### src/rtl/clock_pkg.sv
// Shared definitions for the clock front-panel blocks: digit indices,
// per-digit BCD limits, edit FSM encoding and the digit increment helper.
package clock_pkg;

    // Digit positions, most significant first (matches edit_digit encoding)
    localparam logic [2:0] DIG_HS = 3'd0;
    localparam logic [2:0] DIG_HG = 3'd1;
    localparam logic [2:0] DIG_MS = 3'd2;
    localparam logic [2:0] DIG_MG = 3'd3;
    localparam logic [2:0] DIG_SS = 3'd4;
    localparam logic [2:0] DIG_SG = 3'd5;

    // Upper limits of each BCD digit
    localparam logic [3:0] HS_MAX    = 4'd2;
    localparam logic [3:0] HG_MAX    = 4'd9;
    localparam logic [3:0] HG_MAX_20 = 4'd3;
    localparam logic [3:0] MS_MAX    = 4'd5;
    localparam logic [3:0] MG_MAX    = 4'd9;

    typedef enum logic [1:0] {
        IDLE   = 2'd0,
        EDIT   = 2'd1,
        COMMIT = 2'd2
    } state_t;

    // Index 0 is hour_shi, index 5 is sec_ge
    typedef logic [0:5][3:0] digits_t;

    // Increment a digit, wrapping to zero once it would pass its limit
    function automatic logic [3:0] wrap_inc(input logic [3:0] v, input logic [3:0] lim);
        logic [3:0] res;
        if (v >= lim) begin
            res = 4'd0;
        end else begin
            res = v + 4'd1;
        end
        return res;
    endfunction

    // Increment the selected digit of HH:MM:SS; moving hour_shi to 2
    // pulls hour_ge down to 3 so the hour never exceeds 23.
    function automatic digits_t inc_digit(input digits_t d, input logic [2:0] sel);
        digits_t res;
        res = d;
        case (sel)
            DIG_HS: begin
                res[DIG_HS] = wrap_inc(d[DIG_HS], HS_MAX);
                if ((res[DIG_HS] == HS_MAX) && (d[DIG_HG] > HG_MAX_20)) begin
                    res[DIG_HG] = HG_MAX_20;
                end else begin
                    res[DIG_HG] = d[DIG_HG];
                end
            end
            DIG_HG:  res[DIG_HG] = wrap_inc(d[DIG_HG], (d[DIG_HS] < HS_MAX) ? HG_MAX : HG_MAX_20);
            DIG_MS:  res[DIG_MS] = wrap_inc(d[DIG_MS], MS_MAX);
            DIG_MG:  res[DIG_MG] = wrap_inc(d[DIG_MG], MG_MAX);
            DIG_SS:  res[DIG_SS] = wrap_inc(d[DIG_SS], MS_MAX);
            DIG_SG:  res[DIG_SG] = wrap_inc(d[DIG_SG], MG_MAX);
            default: res = d;
        endcase
        return res;
    endfunction

endpackage

### src/rtl/btn_debounce.sv
// Raw push-button conditioner: 2-FF synchronizer, stability counter and
// rising-edge detector. press is a registered single-cycle pulse per
// accepted 0->1 transition of the debounced level.
module btn_debounce #(
    parameter int unsigned DEBOUNCE_CNT = 50000,
    parameter int          CNT_W        = 16
) (
    input  logic clk,
    input  logic rst,
    input  logic btn_raw,
    output logic press
);

    localparam logic [CNT_W-1:0] CNT_TOP = CNT_W'(DEBOUNCE_CNT);

    logic [1:0]       r_sync;
    logic             r_sync_prev;
    logic [CNT_W-1:0] r_cnt;
    logic             r_level;
    logic             r_press;
    logic             w_synced;

    assign w_synced = r_sync[1];
    assign press    = r_press;

    // Synchronize, time the stable period and update the debounced level
    always_ff @(posedge clk or posedge rst) begin
        if (rst) begin
            r_sync      <= 2'b00;
            r_sync_prev <= 1'b0;
            r_cnt       <= {CNT_W{1'b0}};
            r_level     <= 1'b0;
            r_press     <= 1'b0;
        end else begin
            r_sync      <= {r_sync[0], btn_raw};
            r_sync_prev <= w_synced;
            r_press     <= 1'b0;
            if (w_synced != r_sync_prev) begin
                r_cnt <= {CNT_W{1'b0}};
            end else if (r_cnt != CNT_TOP) begin
                r_cnt <= r_cnt + CNT_W'(1);
            end else if (r_level != w_synced) begin
                r_level <= w_synced;
                r_press <= w_synced;
            end else begin
                r_cnt <= r_cnt;
            end
        end
    end

endmodule

### src/rtl/time_set_entry.sv
// Front-panel HH:MM:SS entry: three debounced buttons edit a local copy of
// the running time, and a commit pulses set_time_finish for one cycle.
// Optional feature macro: TIME_SET_TIMEOUT_EN (idle auto-abort of EDIT,
// restoring the digits held before entry).
module time_set_entry
    import clock_pkg::*;
#(
    parameter int unsigned DEBOUNCE_CNT = 50000,
    parameter int          CNT_W        = 16,
    parameter int unsigned TIMEOUT_CNT  = 500000000
) (
    input  logic       clk,
    input  logic       rst,
    input  logic       btn_mode,
    input  logic       btn_next,
    input  logic       btn_inc,
    input  logic [3:0] cur_sec_ge,
    input  logic [3:0] cur_sec_shi,
    input  logic [3:0] cur_min_ge,
    input  logic [3:0] cur_min_shi,
    input  logic [3:0] cur_hour_ge,
    input  logic [3:0] cur_hour_shi,
    output logic [3:0] set_sec_ge,
    output logic [3:0] set_sec_shi,
    output logic [3:0] set_min_ge,
    output logic [3:0] set_min_shi,
    output logic [3:0] set_hour_ge,
    output logic [3:0] set_hour_shi,
    output logic       set_time_finish,
    output logic       editing,
    output logic [2:0] edit_digit
);

    logic    w_press_mode;
    logic    w_press_next;
    logic    w_press_inc;
    digits_t w_cur;

    state_t     r_state,   w_state_nx;
    digits_t    r_dig,     w_dig_nx;
    logic [2:0] r_sel,     w_sel_nx;
    logic       r_editing, w_editing_nx;
    logic       r_finish,  w_finish_nx;
`ifdef TIME_SET_TIMEOUT_EN
    digits_t     r_saved,    w_saved_nx;
    logic [28:0] r_idle_cnt, w_idle_cnt_nx;
    logic        w_any_press;
    localparam logic [28:0] IDLE_LAST = 29'(TIMEOUT_CNT - 32'd1);
`endif

    btn_debounce #(.DEBOUNCE_CNT(DEBOUNCE_CNT), .CNT_W(CNT_W)) u_db_mode (
        .clk(clk), .rst(rst), .btn_raw(btn_mode), .press(w_press_mode));
    btn_debounce #(.DEBOUNCE_CNT(DEBOUNCE_CNT), .CNT_W(CNT_W)) u_db_next (
        .clk(clk), .rst(rst), .btn_raw(btn_next), .press(w_press_next));
    btn_debounce #(.DEBOUNCE_CNT(DEBOUNCE_CNT), .CNT_W(CNT_W)) u_db_inc (
        .clk(clk), .rst(rst), .btn_raw(btn_inc), .press(w_press_inc));

    assign w_cur = {cur_hour_shi, cur_hour_ge, cur_min_shi, cur_min_ge, cur_sec_shi, cur_sec_ge};

    assign set_hour_shi    = r_dig[DIG_HS];
    assign set_hour_ge     = r_dig[DIG_HG];
    assign set_min_shi     = r_dig[DIG_MS];
    assign set_min_ge      = r_dig[DIG_MG];
    assign set_sec_shi     = r_dig[DIG_SS];
    assign set_sec_ge      = r_dig[DIG_SG];
    assign set_time_finish = r_finish;
    assign editing         = r_editing;
    assign edit_digit      = r_sel;

    // Next-state and next-output logic; mode beats next beats inc
    always_comb begin
        w_state_nx   = r_state;
        w_dig_nx     = r_dig;
        w_sel_nx     = r_sel;
        w_editing_nx = r_editing;
        w_finish_nx  = 1'b0;
`ifdef TIME_SET_TIMEOUT_EN
        w_saved_nx    = r_saved;
        w_idle_cnt_nx = 29'd0;
        w_any_press   = w_press_mode | w_press_next | w_press_inc;
`endif
        case (r_state)
            IDLE: begin
                if (w_press_mode) begin
                    w_state_nx   = EDIT;
                    w_dig_nx     = w_cur;
                    w_sel_nx     = DIG_HS;
                    w_editing_nx = 1'b1;
`ifdef TIME_SET_TIMEOUT_EN
                    w_saved_nx   = r_dig;
`endif
                end else begin
                    w_editing_nx = 1'b0;
                end
            end
            EDIT: begin
                if (w_press_mode) begin
                    w_state_nx   = COMMIT;
                    w_finish_nx  = 1'b1;
                    w_editing_nx = 1'b0;
                end else if (w_press_next) begin
                    w_sel_nx = (r_sel >= DIG_SG) ? DIG_HS : (r_sel + 3'd1);
                end else if (w_press_inc) begin
                    w_dig_nx = inc_digit(r_dig, r_sel);
                end else begin
`ifdef TIME_SET_TIMEOUT_EN
                    // Idle in EDIT: abandon the edit once the budget runs out
                    if (r_idle_cnt >= IDLE_LAST) begin
                        w_state_nx   = IDLE;
                        w_editing_nx = 1'b0;
                        w_dig_nx     = r_saved;
                    end else begin
                        w_idle_cnt_nx = r_idle_cnt + 29'd1;
                    end
`else
                    w_state_nx = EDIT;
`endif
                end
`ifdef TIME_SET_TIMEOUT_EN
                if (w_any_press) begin
                    w_idle_cnt_nx = 29'd0;
                end else begin
                    w_idle_cnt_nx = w_idle_cnt_nx;
                end
`endif
            end
            COMMIT: begin
                w_state_nx   = IDLE;
                w_editing_nx = 1'b0;
            end
            default: begin
                w_state_nx   = IDLE;
                w_editing_nx = 1'b0;
            end
        endcase
    end

    // State and output registers
    always_ff @(posedge clk or posedge rst) begin
        if (rst) begin
            r_state    <= IDLE;
            r_dig      <= 24'd0;
            r_sel      <= 3'd0;
            r_editing  <= 1'b0;
            r_finish   <= 1'b0;
`ifdef TIME_SET_TIMEOUT_EN
            r_saved    <= 24'd0;
            r_idle_cnt <= 29'd0;
`endif
        end else begin
            r_state    <= w_state_nx;
            r_dig      <= w_dig_nx;
            r_sel      <= w_sel_nx;
            r_editing  <= w_editing_nx;
            r_finish   <= w_finish_nx;
`ifdef TIME_SET_TIMEOUT_EN
            r_saved    <= w_saved_nx;
            r_idle_cnt <= w_idle_cnt_nx;
`endif
        end
    end

endmodule

### config.mk
export PLATFORM = sky130hd
export DESIGN_NAME = time_set_entry
export DESIGN_NICKNAME = d
export VERILOG_FILES = /design/src/rtl/clock_pkg.sv /design/src/rtl/btn_debounce.sv /design/src/rtl/time_set_entry.sv
export SDC_FILE = /design/constraint.sdc
export NUM_CORES = 1
export LEC_CHECK = 0
export CORE_MARGIN = 1
export CORE_UTILIZATION = 50
export DETAILED_ROUTE_END_ITERATION = 12
export GPL_TIMING_DRIVEN = 0
export PLACE_DENSITY = 0.85
export SLEW_MARGIN = 10
export SYNTH_ARGS = -nofsm -noshare
export SYNTH_HDL_FRONTEND = slang
export SYNTH_SLANG_ARGS = --single-unit
### constraint.sdc
create_clock -name clk -period 4.5 [get_ports clk]
set_clock_uncertainty 0.05 [all_clocks]
set_input_delay 0.9 -clock clk [delete_from_list [all_inputs] [get_ports clk]]
set_output_delay 0.9 -clock clk [all_outputs]
set_load 0.02 [all_outputs]
# Word-level counts from Yosys, hierarchy flattened
# Cells that the tools add are included.
[classes]
muxes = 53
order_cmp = 9
n_eq_ne = 31
n_bitwise = 6
n_addsub = 10
n_reduce_logical = 18
[ops]
columns = ["cell", "count"]
rows = [
  ["$mux W16", 6],
  ["$mux W24", 4],
  ["$mux W4", 18],
  ["$add A16 B1 Y16 const B", 3],
  ["$ne A16 B16 Y1 const B", 3],
  ["$pmux W24 S2", 1],
  ["$reduce_and A6 Y1", 5],
  ["$add A4 B1 Y4 const B", 6],
  ["$ne A2 B1 Y1 const B", 8],
  ["$mux W1", 12],
  ["$mux W3", 4],
  ["$reduce_and A3 Y1", 4],
  ["$ne A3 B3 Y1 const B", 3],
  ["$ge A4 B3 Y1 const B", 2],
  ["$ge A4 B4 Y1 const B", 2],
  ["$mux W2", 4],
  ["$pmux W4 S2", 1],
  ["$reduce_bool A2 Y1", 4],
  ["$reduce_and A7 Y1", 1],
  ["$eq A3 B2 Y1 const B", 2],
  ["$eq A3 B3 Y1 const B", 2],
  ["$ne A1 B1 Y1", 6],
  ["$ne A2 B2 Y1 const B", 3],
  ["$not A1 Y1", 6],
  ["other kinds (17)", 17],
]
[word_totals]
output_inout_bits = 29
register_bits = 94
word_cells = 152
inputBits = 29

# Depth between registers and ports, before layout
[depth]
word_depth = 15
depth_mapped = 8
depth_no_buf = 8

# Cells and area by module
# Synthesis repeated with hierarchy kept, for this count alone.
[hier_totals]
cells_unflattened = 537
area_unflattened_um2 = 5288.8
[by_module_without_submodules]
columns = ["module", "n_inst", "seq_area_each_um2", "cells_each", "area_per_inst_um2"]
rows = [
  ["btn_debounce", 3, 525.5, 103, 1076.0],
  ["time_set_entry", 1, 775.7, 228, 2060.7],
]

# Worst setup path after synthesis
# No wires, ideal clock.
[synth_timing]
path_kind = "register to register"
startpoint = "register r_dig, in the netlist set_hour_shi[0]"
endpoint = "register r_dig, in the netlist set_hour_ge[2]"
stages_incl_launch_ff = 8
slack_ns = 2.166
path_buffers = 0
t_required_ns = 4.293
arrival_ns = 2.127
path_cell_list = "dfrtp_1 -> inv_1 -> ha_1 -> or4_1 -> a2111oi_0 -> o31ai_1 -> a21oi_1 -> o22ai_1"
[synth_via]
elab_chain_cells = 11
word_cells_on_any_way = 21
cone_classes = "add/sub: 1; order compare: 3; eq/ne: 2; mux: 13; reduce/logical: 2"
[synth_rtl]
columns = ["item", "line_no", "rtl"]
rows = [
  ["from (decl)", "time_set_entry.sv:40", "digits_t r_dig, w_dig_nx;"],
  ["from (signal assigned)", "time_set_entry.sv:152", "r_dig <= w_dig_nx;"],
  ["$add A4 B1 Y4 or $ge A4 B2 Y1 (tied branches)", "clock_pkg.sv:35, clock_pkg.sv:32", ""],
  ["$mux W4", "clock_pkg.sv:32", "if (v >= lim) begin"],
  ["$mux W4", "clock_pkg.sv:45", "case (sel)"],
  ["$mux W4", "time_set_entry.sv:103", "end else if (w_press_inc) begin"],
  ["$mux W4", "time_set_entry.sv:101", "end else if (w_press_next) begin"],
  ["$mux W4", "time_set_entry.sv:97", "if (w_press_mode) begin"],
  ["$mux W4", "time_set_entry.sv:82", "case (r_state)"],
  ["$eq A4 B2 Y1", "clock_pkg.sv:48", "if ((res[DIG_HS] == HS_MAX) && (d[DIG_HG] > HG_MAX_20)) begin"],
  ["$logic_and A1 B1 Y1", "clock_pkg.sv:48", ""],
  ["$ne A3 B3 Y1 (no line)", "n/a", ""],
  ["$reduce_and A7 Y1 (no line)", "n/a", ""],
]
# Parallel ways exist; a longest one is shown, timed or not. The select of a mux whose other input is x is not followed.
# A chain may end at the register's enable or synchronous reset.

# Worst setup path after layout
[layout_timing]
startpoint = "register r_dig, in the netlist set_hour_shi[0]"
endpoint = "register r_dig, in the netlist set_hour_ge[3]"
# The elaborated chain is that of the path after synthesis.

==> flow_summary.yaml <==
clocking:
  clock_sinks: 94
  path_clk_slew_ns: 0.09
  numCtsBuffers: 9
  cts-root-buf: "clkbuf_8"
  cts_htree_levels: 3
  cts_tree: "built"
  post_cts_buffers: 0
  cts_resized: 0
  clk_latency_ns: 0.37
  cts_buffer_depth: 2
  postCtsHoldBufs: 0
final_layout:
  fin_util_pct: 62.7
  area_growth_pct: 19.1
  layout.nets: 652
  diodes: 0
  drive_gt1_share_pct: 4.19
die:
  num_io_pins: 58
  rows: 35
  die_y_um: 102
  initial_core_util_pct: 52.7
  dieArea_um2: 10300
  fp.dieW_um: 102
  core-area_um2: 9420
worst_setup_path:
  critPathLaunchType: "register"
  endpoint_kind: "register"
  r2r_slack_ns: 2.03
  crit_type: "register to register"
  slowest_stage: "or4_1"
  critPathArrivalTime_ns: 2.63
  cp.required_ns: 4.66
  path_max_fanout: 8
  slowest_delay_ns: 0.59
  crit_chain: "inv_1 -> ha_1 -> or4_1 -> a2111oi_0 -> o31ai_1 -> a21oi_1 -> o22ai_1"
synthesis:
  yosys_warnings: 0
  synth_ff_type: "dfrtp_1"
  synth_top_area_share_pct: 47.4
  yosysUniqueCellTypes: 51
  ys_ff_latch: 94
  synth_area_leader_cell: "dfrtp_1"
  ys_top_cells_by_area: "dfrtp_1 47%, ha_1 7.8%, nor2_1 5.1%"
  syn_area_um2: 4960
  synth_edf_count: 0
  synth_nets: 583
  ys_seq_area_share_pct: 47.4
  syn_area_per_cell_um2: 9.48
  syn-instance-count: 523
  synthArstFlopShare_pct: 100
routing:
  drt-initial-drc-count: 147
  dr.pass1.iters: 5
  dr_total_vias: 3960
  wire_per_inst_um: 14.4
  drcViolationCount: 0
  postRouteAntennaNets: 0
  wl_um: 10500
  viasPerCell: 5.45
sta:
  fin_setup_tns_ns: 0
  rsz0062_at_grt: "false"
  whs_ns: 0.303
  slew_violations: 0
  max_slew_margin_pct: 43.8
  worst_slew_pin_slew_ns: 0.836
  max_freq_mhz: 406
  setup_viol: 0
  finalHoldViolations: 0
  period_minus_slack_ns: 2.47
  timing.final.crit_share_pct: 54.8
power_and_ir_drop:
  p_per_area_nw_per_um2: 258
  p_leak_nw: 2.52
  peakVddDrop_v: 0.000169
global_routing:
  grt_antenna_before_repair: 0
  grt_pass1_vias: 3951
  grt_max_degree: 68
  grt_pass1_wl_um: 17500
  grt_overflow: 0
  grt_use_total_pct: 21.8
placement:
  dp_hpwl_um: 7560
  gp_congestion: 0.852
  portBuffers: 57
run_status:
  status: "complete, no violations"
run:
  max_cap_violations: 0
hold_path:
  hp-class: "register to register"
cells by family after synthesis:
| family | after synthesis | share of synthesized area (%) |
|---|---|---|
| AND/OR/NAND/NOR | 211 | 22.6 |
| flip-flops | 94 | 47.4 |
| AO/OA/AOI/OAI | 92 | 10.7 |
| buffers and inverters | 53 | 4.04 |
| XOR/XNOR | 41 | 7.24 |
| adder cells (fa/ha/maj) | 31 | 7.82 |
| multiplexers | 1 | 0.202 |
layer usage:
layer	up-vias	track usage (%)	share of wire (%)
met5	-	0	0
met4	0	8.03	1.4
met3	11	2.97	4.9
met2	92	39.7	50
met1	1923	26.1	43
li1	1934	-	-
cell usage after synthesis, types with 2 or more instances:
library cell	number
a211oi_1	3
nand2_1	31
nor4bb_1	4
or2_2	2
xor2_1	25
a22oi_1	4
and3_2	2
buf_1	3
and3_1	3
nand3b_1	4
o22ai_1	4
clkbuf_1	5
nand4_1	10
dfrtp_1	94
nand3_1	24
nor3b_1	6
and2_1	2
nand2b_1	7
a21oi_1	37
o21ai_0	29
xnor2_1	16
nor2_1	67
or3_1	7
a21o_1	2
a211o_1	2
nor2b_1	8
nor3_1	18
ha_1	31
nor4b_1	2
inv_1	44
a22o_1	3
nor4_1	4
and3b_1	2
critical path, delay by kind of cell (launching register included):
| kind | cells | cell delay [ns] |
|---|---|---|
| compound gates | 4 | 0.99 |
| fa+ha+maj | 1 | 0.19 |
| buf+inv | 1 | 0.06 |
| flops | 1 | 0.44 |
| simple gates | 1 | 0.59 |
where the power goes:
part,internal (W),switching (W)
sequential,0.000861,0.0000213
clock,0.000234,0.000297
combinational,0.0000521,0.0000620
total,0.00115,0.000380
cells in the final DEF, fill, tap and decap left out, drive strengths merged, types with 2 or more instances in the layout:
cell type and n:
and2 2, or3 7, or2 2, clkinv 2
a211o 2, nand2 31, nor4b 2, a22o 3
nand4 10, clkdlybuf4s50 57, or4 2, a21o 2
a211oi 3, and3 5, o21ai 30, a22oi 4
o22ai 4, dfrtp 94, xnor2 16, nor4 5
clkbuf 17, nor4bb 4, nand2b 7, and3b 2
nor3b 6, inv 45, nor3 18, nor2b 8
nand4bb 2, ha 31, nand3b 4, a21oi 37
xor2 25, buf 5, nor2 67, nand3 24
cell type report:
type	count	area (um^2)
Clock buffer	12	155
Timing Repair Buffer	58	598
Buffer	9	35.0
Fill cell	759	3510
Tap cell	129	161
Multi-Input combinational cell	376	2410
Inverter	44	168
Clock inverter	4	30.0
Sequential cell	94	2350
final timing paths:
path / from / to / depth (start not counted)
min: u_db_inc.r_sync[0]$_DFF_PP0_ / u_db_inc.r_sync[1]$_DFF_PP0_ / 0
max reg2reg: set_hour_shi[0]$_DFFE_PP0P_ / set_hour_ge[3]$_DFFE_PP0P_ / 7
max: set_hour_shi[0]$_DFFE_PP0P_ / set_hour_ge[3]$_DFFE_PP0P_ / 7
max in group asynchronous: rst / u_db_next.r_cnt[8]$_DFFE_PP0N_ / 3
min reg2reg: u_db_inc.r_sync[0]$_DFF_PP0_ / u_db_inc.r_sync[1]$_DFF_PP0_ / 0
min in group asynchronous: rst / u_db_mode.r_cnt[0]$_DFFE_PP0N_ / 2
sequential cells by signal (all words and copies together), names as in the netlist, 2 cells and up:
name,count
u_db_inc.r_cnt,16
u_db_mode.r_cnt,16
u_db_next.r_cnt,16
set_hour_ge,4
set_hour_shi,4
set_min_ge,4
set_min_shi,4
set_sec_ge,4
set_sec_shi,4
edit_digit,3
r_state,2
u_db_inc.r_sync,2
u_db_mode.r_sync,2
u_db_next.r_sync,2
metrics by stage:
stage | area (um^2) | setup slack [ns] | cells | total power [W]
floorplan | 4960 | 1.10 | 523 | 0.000961
global placement | 5690 | -0.259 | 709 | 0.00100
detailed placement | 5720 | 2.06 | 710 | 0.00101
CTS | 5910 | 2.04 | 726 | 0.00154
global route | 5910 | 1.85 | 726 | 0.00159
finish | 5910 | 2.03 | 726 | 0.00153
Power figures use the tool's default switching activity.
